$ cat config.mk
export PLATFORM = sky130hd
export DESIGN_NAME = card_draw_arbiter
export DESIGN_NICKNAME = d
export VERILOG_FILES = /design/src/rtl/card_draw_arbiter.sv
export SDC_FILE = /design/constraint.sdc
export NUM_CORES = 1
export LEC_CHECK = 0
export ABC_AREA = 1
export ABC_CLOCK_PERIOD_IN_PS = 3400
export CORE_MARGIN = 2
export CORE_UTILIZATION = 26
export DETAILED_ROUTE_END_ITERATION = 16
export GPL_ROUTABILITY_DRIVEN = 0
export PLACE_DENSITY_LB_ADDON = 0.1
export SLEW_MARGIN = 20
export SYNTH_ARGS = -nofsm -noshare
export SYNTH_HDL_FRONTEND = slang
export SYNTH_SLANG_ARGS = --single-unit
$ cat constraint.sdc
create_clock -name clk -period 3.4 [get_ports clk]
set_input_delay 0.34 -clock clk [delete_from_list [all_inputs] [get_ports clk]]
set_output_delay 0.34 -clock clk [all_outputs]
set_load 0.1 [all_outputs]
$ cat src/rtl/card_draw_arbiter.sv
// card_draw_arbiter: round-robin sharing of one 4-bit LFSR between player and dealer,
// rejection-sampling its output into card ranks 1..13 with a fixed fallback card.
module card_draw_arbiter #(
   parameter int MAX_CARDS = 11,
   parameter int MAX_RETRY = 7
) (
   input  logic       clk,
   input  logic       reset,
   input  logic       req_player,
   input  logic       req_dealer,
   input  logic       clear,
   input  logic [3:0] rng_value,
   output logic       rng_enable,
   output logic       ack_player,
   output logic       ack_dealer,
   output logic       card_valid,
   output logic       card_owner,
   output logic [3:0] card_rank,
   output logic [3:0] card_points,
   output logic [3:0] player_count,
   output logic [3:0] dealer_count,
   output logic       busy
);
   localparam int RW = $clog2(MAX_RETRY + 2);
   localparam logic [RW-1:0] MAXR = RW'(MAX_RETRY);
   localparam logic [3:0] MAXC = 4'(MAX_CARDS);
   typedef enum logic [1:0] {IDLE = 2'd0, STEP = 2'd1, SAMPLE = 2'd2, DELIVER = 2'd3} state_t;
   state_t state_q;
   logic owner_q, ptr_q;
   logic [RW-1:0] retry_q;
   logic [3:0] p_cnt_q, d_cnt_q;
   logic elig_p, elig_d, accept;
   logic [3:0] rank, pts;
   always_comb begin
      elig_p = req_player && (p_cnt_q < MAXC);
      elig_d = req_dealer && (d_cnt_q < MAXC);
      accept = (rng_value >= 4'd1) && (rng_value <= 4'd13);
      rank = accept ? rng_value : 4'd10;
      pts = (rank > 4'd10) ? 4'd10 : rank;
   end
   assign player_count = p_cnt_q;
   assign dealer_count = d_cnt_q;
   always_ff @(posedge clk) begin
      if (reset) begin
         state_q <= IDLE;
         owner_q <= 1'b0;
         ptr_q <= 1'b0;
         retry_q <= '0;
         p_cnt_q <= 4'd0;
         d_cnt_q <= 4'd0;
         rng_enable <= 1'b0;
         ack_player <= 1'b0;
         ack_dealer <= 1'b0;
         card_valid <= 1'b0;
         card_owner <= 1'b0;
         card_rank <= 4'd0;
         card_points <= 4'd0;
         busy <= 1'b0;
      end else begin
         rng_enable <= 1'b0;
         ack_player <= 1'b0;
         ack_dealer <= 1'b0;
         card_valid <= 1'b0;
         case (state_q)
            IDLE: if (elig_p || elig_d) begin
               owner_q <= (elig_p && elig_d) ? ptr_q : elig_d;
               state_q <= STEP;
               rng_enable <= 1'b1;
               busy <= 1'b1;
            end
            STEP: state_q <= SAMPLE;
            SAMPLE: if (accept || retry_q == MAXR) begin
               state_q <= DELIVER;
               card_valid <= 1'b1;
               card_owner <= owner_q;
               card_rank <= rank;
               card_points <= pts;
               ack_player <= !owner_q;
               ack_dealer <= owner_q;
            end else begin
               retry_q <= retry_q + 1'b1;
               state_q <= STEP;
               rng_enable <= 1'b1;
            end
            DELIVER: begin
               state_q <= IDLE;
               busy <= 1'b0;
               retry_q <= '0;
               ptr_q <= !owner_q;
               if (!owner_q) p_cnt_q <= p_cnt_q + 4'd1;
               else d_cnt_q <= d_cnt_q + 4'd1;
            end
            default: state_q <= IDLE;
         endcase
         // a new round wins over the increment of a card delivered on the same edge
         if (clear) begin
            p_cnt_q <= 4'd0;
            d_cnt_q <= 4'd0;
         end
      end
   end
endmodule

==> results_dict.tcl, run 1 <==
set metrics [dict create \
    endpoint_kind "primary output" \
    cp_top_family "buffers and inverters" \
    cts_buffers 5 \
    max_clock_freq_ghz 0.457 \
    grt.overflow.total 0 \
    synth-seq-cells 30 \
    synth_nets 187 \
    antenna_found_initial 0 \
    cp_slowest_stage_delay_ns 1.17 \
    p_int_mw 0.572 \
    port_buffers 30 \
    start_kind "register" \
    synth_fa_ha_area_share_pct 2.75 \
    initial_utilization_pct 26.9 \
    grt_pass1_vias 1157 \
    finalCriticalPeriod_ns 2.19 \
    gr-usage-all-layers_pct 11.1 \
    cts_resized 0 \
    tns_ns 0 \
    drt_iter0_markers 51 \
    dr.pass1.iters 4 \
    diodes 0 \
    syn_to_final_growth_pct 33.8 \
    postSynthAreaPerCell_um2 7.79 \
    synthXorXnorAreaFrac_pct 0 \
    drv_cap 0 \
    fin_skew_ns 0.00410 \
    via_per_inst 4.36 \
    path_cells "clkdlybuf4s50_1" \
    clkSlewWorstSetupHoldPaths_ns 0.06 \
    swShare_pct 31.0 \
    clock_latency_ns 0.27 \
    cpMaxStageDelayCell "clkdlybuf4s50_1" \
    cts_tree "built" \
    crit_arrival_ns 1.85 \
    power_frac_seq_pct 45.4 \
    synth-simple-area-share_pct 31.7 \
    slew_violations 0 \
    wl_um 3080 \
    cts_setup_buffers 0 \
    wl_per_cell_um 11.0 \
    cp_data_required_time_ns 3.06 \
    grt_max_degree 17 \
    drc 0 \
    synth_compound_area_share_pct 12.8 \
    cts-htree-levels 2 \
    cts_buffer_depth 2 \
    dpl.hpwl_um 2360 \
    holdWs_ns 0.450 \
    placed_cells 272 \
    final_layout_size_suffix_gt1_share_pct 12.9 \
    num_vias 1221 \
    coreArea_mm2 0.00507 \
    cts_hold_buf 0 \
    syn_inst 175 \
    period_share_pct 64.4 \
    hold_viol 0 \
    crit_type "reg -> out" \
    power_leakage_nw 0.719 \
    max_slew_margin_pct 34.7 \
    syn_area_mm2 0.00136 \
    seq_area_frac_synth_pct 44.0 \
    synth_top_family_by_area "simple AND/OR/NAND/NOR gates" \
    p_comb_share_pct 19.8 \
    wl_met3_um 149 \
    synthMuxAreaShare_pct 0 \
    dr_wl_met2_um 1490 \
    ir_worst_vdd_mv 0.312 \
    core.rowCount 26 \
    ios 31 \
    highest_layer "met4" \
    run_status "finished, final reports clean" \
    cts_root_buffer "clkbuf_8" \
    hold_path.class "reg -> reg" \
    power_frac_clock_pct 34.9 \
    p_switching_mw 0.257 \
    synth_cell_types 26 \
    design.die.area_mm2 0.00584 \
    p_per_area_mw_per_mm2 455 \
    met1_length_um 1400 \
    chipHeight_um 76.4 \
    setup_violations 0 \
    synth_warnings 0 \
    worstMarginPinSlew_ns 0.977 \
    power_mw 0.829 \
    fp.dieW_um 76.4 \
    grt_pass1_wl_um 5230 \
    ant_nets 0 \
    cp_num_buf_inv 1 \
    crit_path_max_fanout 5 \
    cts_sinks 30 \
    final_cells 280 \
    grt_setup_unrepaired "false" \
    fillers 555 \
    layout.nets 221 \
]
-- worst paths after layout --
path                                     start  depth (start not counted)                         to  slack, ns
setup / recovery  player_count[0]$_SDFFE_PP0P_                          1            player_count[0]       1.21
hold / removal       card_rank[1]$_SDFFE_PP0P_                          2  card_rank[1]$_SDFFE_PP0P_       0.45
setup reg to reg       retry_q[0]$_SDFFE_PP0P_                          8  card_rank[0]$_SDFFE_PP0P_       2.03
hold reg to reg      card_rank[1]$_SDFFE_PP0P_                          2  card_rank[1]$_SDFFE_PP0P_       0.45
-- cell families (layout without fill, tap and decap cells) --
logic type / count (synthesis) / in the layout
AO/OA/AOI/OAI: 33 / 33
flip-flops: 30 / 30
adder cells (fa/ha/maj): 3 / 3
AND/OR/NAND/NOR: 79 / 79
buffers and inverters: 30 / 65
-- cell usage after synthesis --
cell type,instances,area share [%]
a21boi_0,1,0.55
a21oi_1,20,7.3
buf_6,1,0.83
clkbuf_1,2,0.55
dfxtp_1,30,44
ha_1,3,2.8
inv_1,24,6.6
inv_2,3,0.83
nand2_1,28,7.7
nand2_2,5,2.3
nand2_4,4,3.3
nand3_1,8,2.9
nand3_2,2,1.5
nand3_4,2,2.6
nand3b_1,1,0.55
nand4_1,4,1.8
nor2_1,17,4.7
nor2_2,1,0.46
nor2_4,2,1.7
nor3_1,4,1.5
nor3_2,1,0.73
o211ai_1,1,0.55
o21ai_0,6,2.2
o21ai_1,3,1.1
o22ai_1,1,0.46
o31ai_1,1,0.55
-- area by class of cell --
class | count | area [um2] | area share [%]
multi-input cells | 115 | 643 | 35.3
inverters | 27 | 101 | 5.56
flip-flops and latches | 30 | 601 | 32.9
repair buffers | 30 | 300 | 16.5
clock inverters | 1 | 5.00 | 0.274
well taps | 70 | 87.6 | 4.80
clock buffers | 7 | 86.3 | 4.73
-- routing by layer --
layer  global-route usage [%]  up-vias
met1                     13.8      557
met5                        0        -
met4                     4.36        0
li1                         -      636
met2                     17.3       24
met3                     4.03        4
-- metrics by stage --
step / setup WS, ns / instance area (um2) / util [%]
global placement: 1.52 / 1730 / 34.1
detailed placement: 1.46 / 1730 / 34.1
global route: 1.15 / 1820 / 35.9
finish: 1.21 / 1820 / 35.9
floorplan: 1.52 / 1360 / -
CTS: 1.20 / 1820 / 35.9
-- power by group through the flow --
stage                     clock [mW]  combinational, mW  sequential, mW
after floorplan                    0             0.0532           0.455
after global placement             0              0.165           0.384
after detailed placement           0              0.165           0.384
after CTS                      0.306              0.166           0.376
after global routing           0.320              0.175           0.378
final                          0.289              0.164           0.376
-- layout by cell type, fill, tap and decap left out, drive strengths merged --
cell            n
clkbuf          7
o21ai           9
inv            27
nand3          12
a21boi          1
o31ai           1
clkinv          1
nor3            5
nand2          37
clkdlybuf4s50  30
nand3b          1
o211ai          1
dfxtp          30
nand4           4
ha              3
o22ai           1
nor2           20
a21oi          20
-- state kept, by name (all words and copies together), names as in the netlist --
register / cells
ack_dealer: 1
player_count: 4
card_rank: 4
ack_player: 1
ptr_q: 1
card_valid: 1
state_q: 2
card_owner: 1
owner_q: 1
retry_q: 4
card_points: 4
rng_enable: 1
busy: 1
dealer_count: 4
(Power assumes the default switching activity.)
==> run 2: changes to the inputs <==
Settings changed: ABC_CLOCK_PERIOD_IN_PS 3400 to 2200.
Clock period 3.4 ns to 2.2 ns, I/O delays scaled along.
==> results_dict.tcl, run 2 (same netlist as run 1, synthesis figures left out) <==
set metrics [dict create \
    run_status "finished, final reports clean" \
    drt_iter0_markers 39 \
    hold_path.class "reg -> reg" \
    hold_viol 0 \
    antenna_found_initial 0 \
    crit_type "reg -> reg" \
    cts_root_buffer "clkbuf_8" \
    num_vias 1215 \
    power_leakage_nw 0.776 \
    gr-usage-all-layers_pct 11.2 \
    fin_skew_ns 0.00584 \
    swShare_pct 30.5 \
    worstMarginPinSlew_ns 0.313 \
    slew_violations 0 \
    diodes 0 \
    dp_slack_ns 0.640 \
    clock_latency_ns 0.28 \
    grt_setup_unrepaired "false" \
    initial_utilization_pct 26.9 \
    final_common_cell "dfxtp_1" \
    cts_sinks 30 \
    final_cell_mix "dfxtp_1 (30), nand2_1 (28), inv_1 (24), buf_4 (23), a21oi_1 (20)" \
    drv_cap 0 \
    p_comb_share_pct 18.1 \
    start_kind "register" \
    cts_hold_buf 0 \
    ant_nets 0 \
    grt_max_degree 16 \
    cts_resized 0 \
    p_per_area_mw_per_mm2 770 \
    power_mw 1.38 \
    cts_buffers 5 \
    period_share_pct 62.0 \
    tns_ns 0 \
    endpoint_kind "register" \
    wl_um 3090 \
    ir_worst_vdd_mv 0.316 \
    clkSlewWorstSetupHoldPaths_ns 0.07 \
    cts-htree-levels 2 \
    final_layout_size_suffix_gt1_share_pct 24.2 \
    fp.dieW_um 76.4 \
    core.rowCount 26 \
    p_switching_mw 0.421 \
    port_buffers 30 \
    design.die.area_mm2 0.00584 \
    power_frac_clock_pct 39.8 \
    via_per_inst 4.32 \
    crit_arrival_ns 1.54 \
    fillers 561 \
    chipHeight_um 76.4 \
    grt.overflow.total 0 \
    finalCriticalPeriod_ns 1.36 \
    fin_ws_ns 0.835 \
    setup_violations 0 \
    coreArea_mm2 0.00507 \
    max_slew_margin_pct 79.1 \
    final_cells 281 \
    max_clock_freq_ghz 0.733 \
    cts_buffer_depth 2 \
    power_frac_seq_pct 42.1 \
    dpl.hpwl_um 2290 \
    placed_cells 273 \
    dr.pass1.iters 4 \
    p_int_mw 0.961 \
    ios 31 \
    syn_to_final_growth_pct 31.6 \
    grt_pass1_vias 1190 \
    drc 0 \
    cts_tree "built" \
    grt_pass1_wl_um 5220 \
    wl_per_cell_um 11.0 \
    final_util_pct 35.4 \
    crit_path_max_fanout 6 \
    cts_setup_buffers 0 \
    layout.nets 222 \
    cp_data_required_time_ns 2.37 \
]
==> run 2: changes by cell type in the layout (fill, tap and decap cells not counted), sizes merged <==
cell / previous run / this run
buf: 0 / 23
bufinv: 0 / 1
clkdlybuf4s50: 30 / 8
clkinv: 1 / 2
clkbuf: 7 / 5
==> run 2: layer usage <==
layer  GRT usage (%)  share of wire [%]
met5               0                  0
met2            17.6                 46
met4            5.45                2.0
met3            4.15                4.2
met1            13.5                 47
==> run 2: final cells by class <==
type | count | area (um2) | share of cell area (%)
clock buffer | 5 | 68.8 | 3.84
clock inverter | 3 | 40.0 | 2.23
inverter | 27 | 101 | 5.65
multi-input combinational | 115 | 643 | 35.8
sequential | 30 | 601 | 33.5
tap | 70 | 87.6 | 4.88
timing repair buffer | 31 | 253 | 14.1
==> run 2: critical path: stages, from the launching register on <==
cell	delay, ns
dfxtp_1	0.40
ha_1	0.19
nand2_1	0.05
inv_1	0.09
nand2_2	0.10
nand2_4	0.14
nand2_4	0.08
a21oi_1	0.14
nor2_1	0.06
==> run 2: worst paths after layout <==
kind	start	end	slack [ns]	depth (start not counted)
worst max register to register	retry_q[0]$_SDFFE_PP0P_	card_rank[0]$_SDFFE_PP0P_	0.84	8
worst max-delay path	retry_q[0]$_SDFFE_PP0P_	card_rank[0]$_SDFFE_PP0P_	0.84	8
worst min-delay path	card_rank[1]$_SDFFE_PP0P_	card_rank[1]$_SDFFE_PP0P_	0.45	2
worst min register to register	card_rank[1]$_SDFFE_PP0P_	card_rank[1]$_SDFFE_PP0P_	0.45	2
==> run 2: per-stage QoR <==
step	area (um2)	hold WS, ns
finish	1790	0.451
floorplan	1360	0.383
global route	1790	0.472
global placement	1690	0.441
CTS	1790	0.456
detailed placement	1690	0.446
==> run 2: power groups by stage <==
stage               clock network (mW)  registers [mW]  logic, mW
floorplan                            0           0.703     0.0822
global placement                     0           0.593      0.251
detailed placement                   0           0.594      0.252
CTS                              0.570           0.582      0.252
global route                     0.595           0.585      0.267
finish                           0.550           0.581      0.251
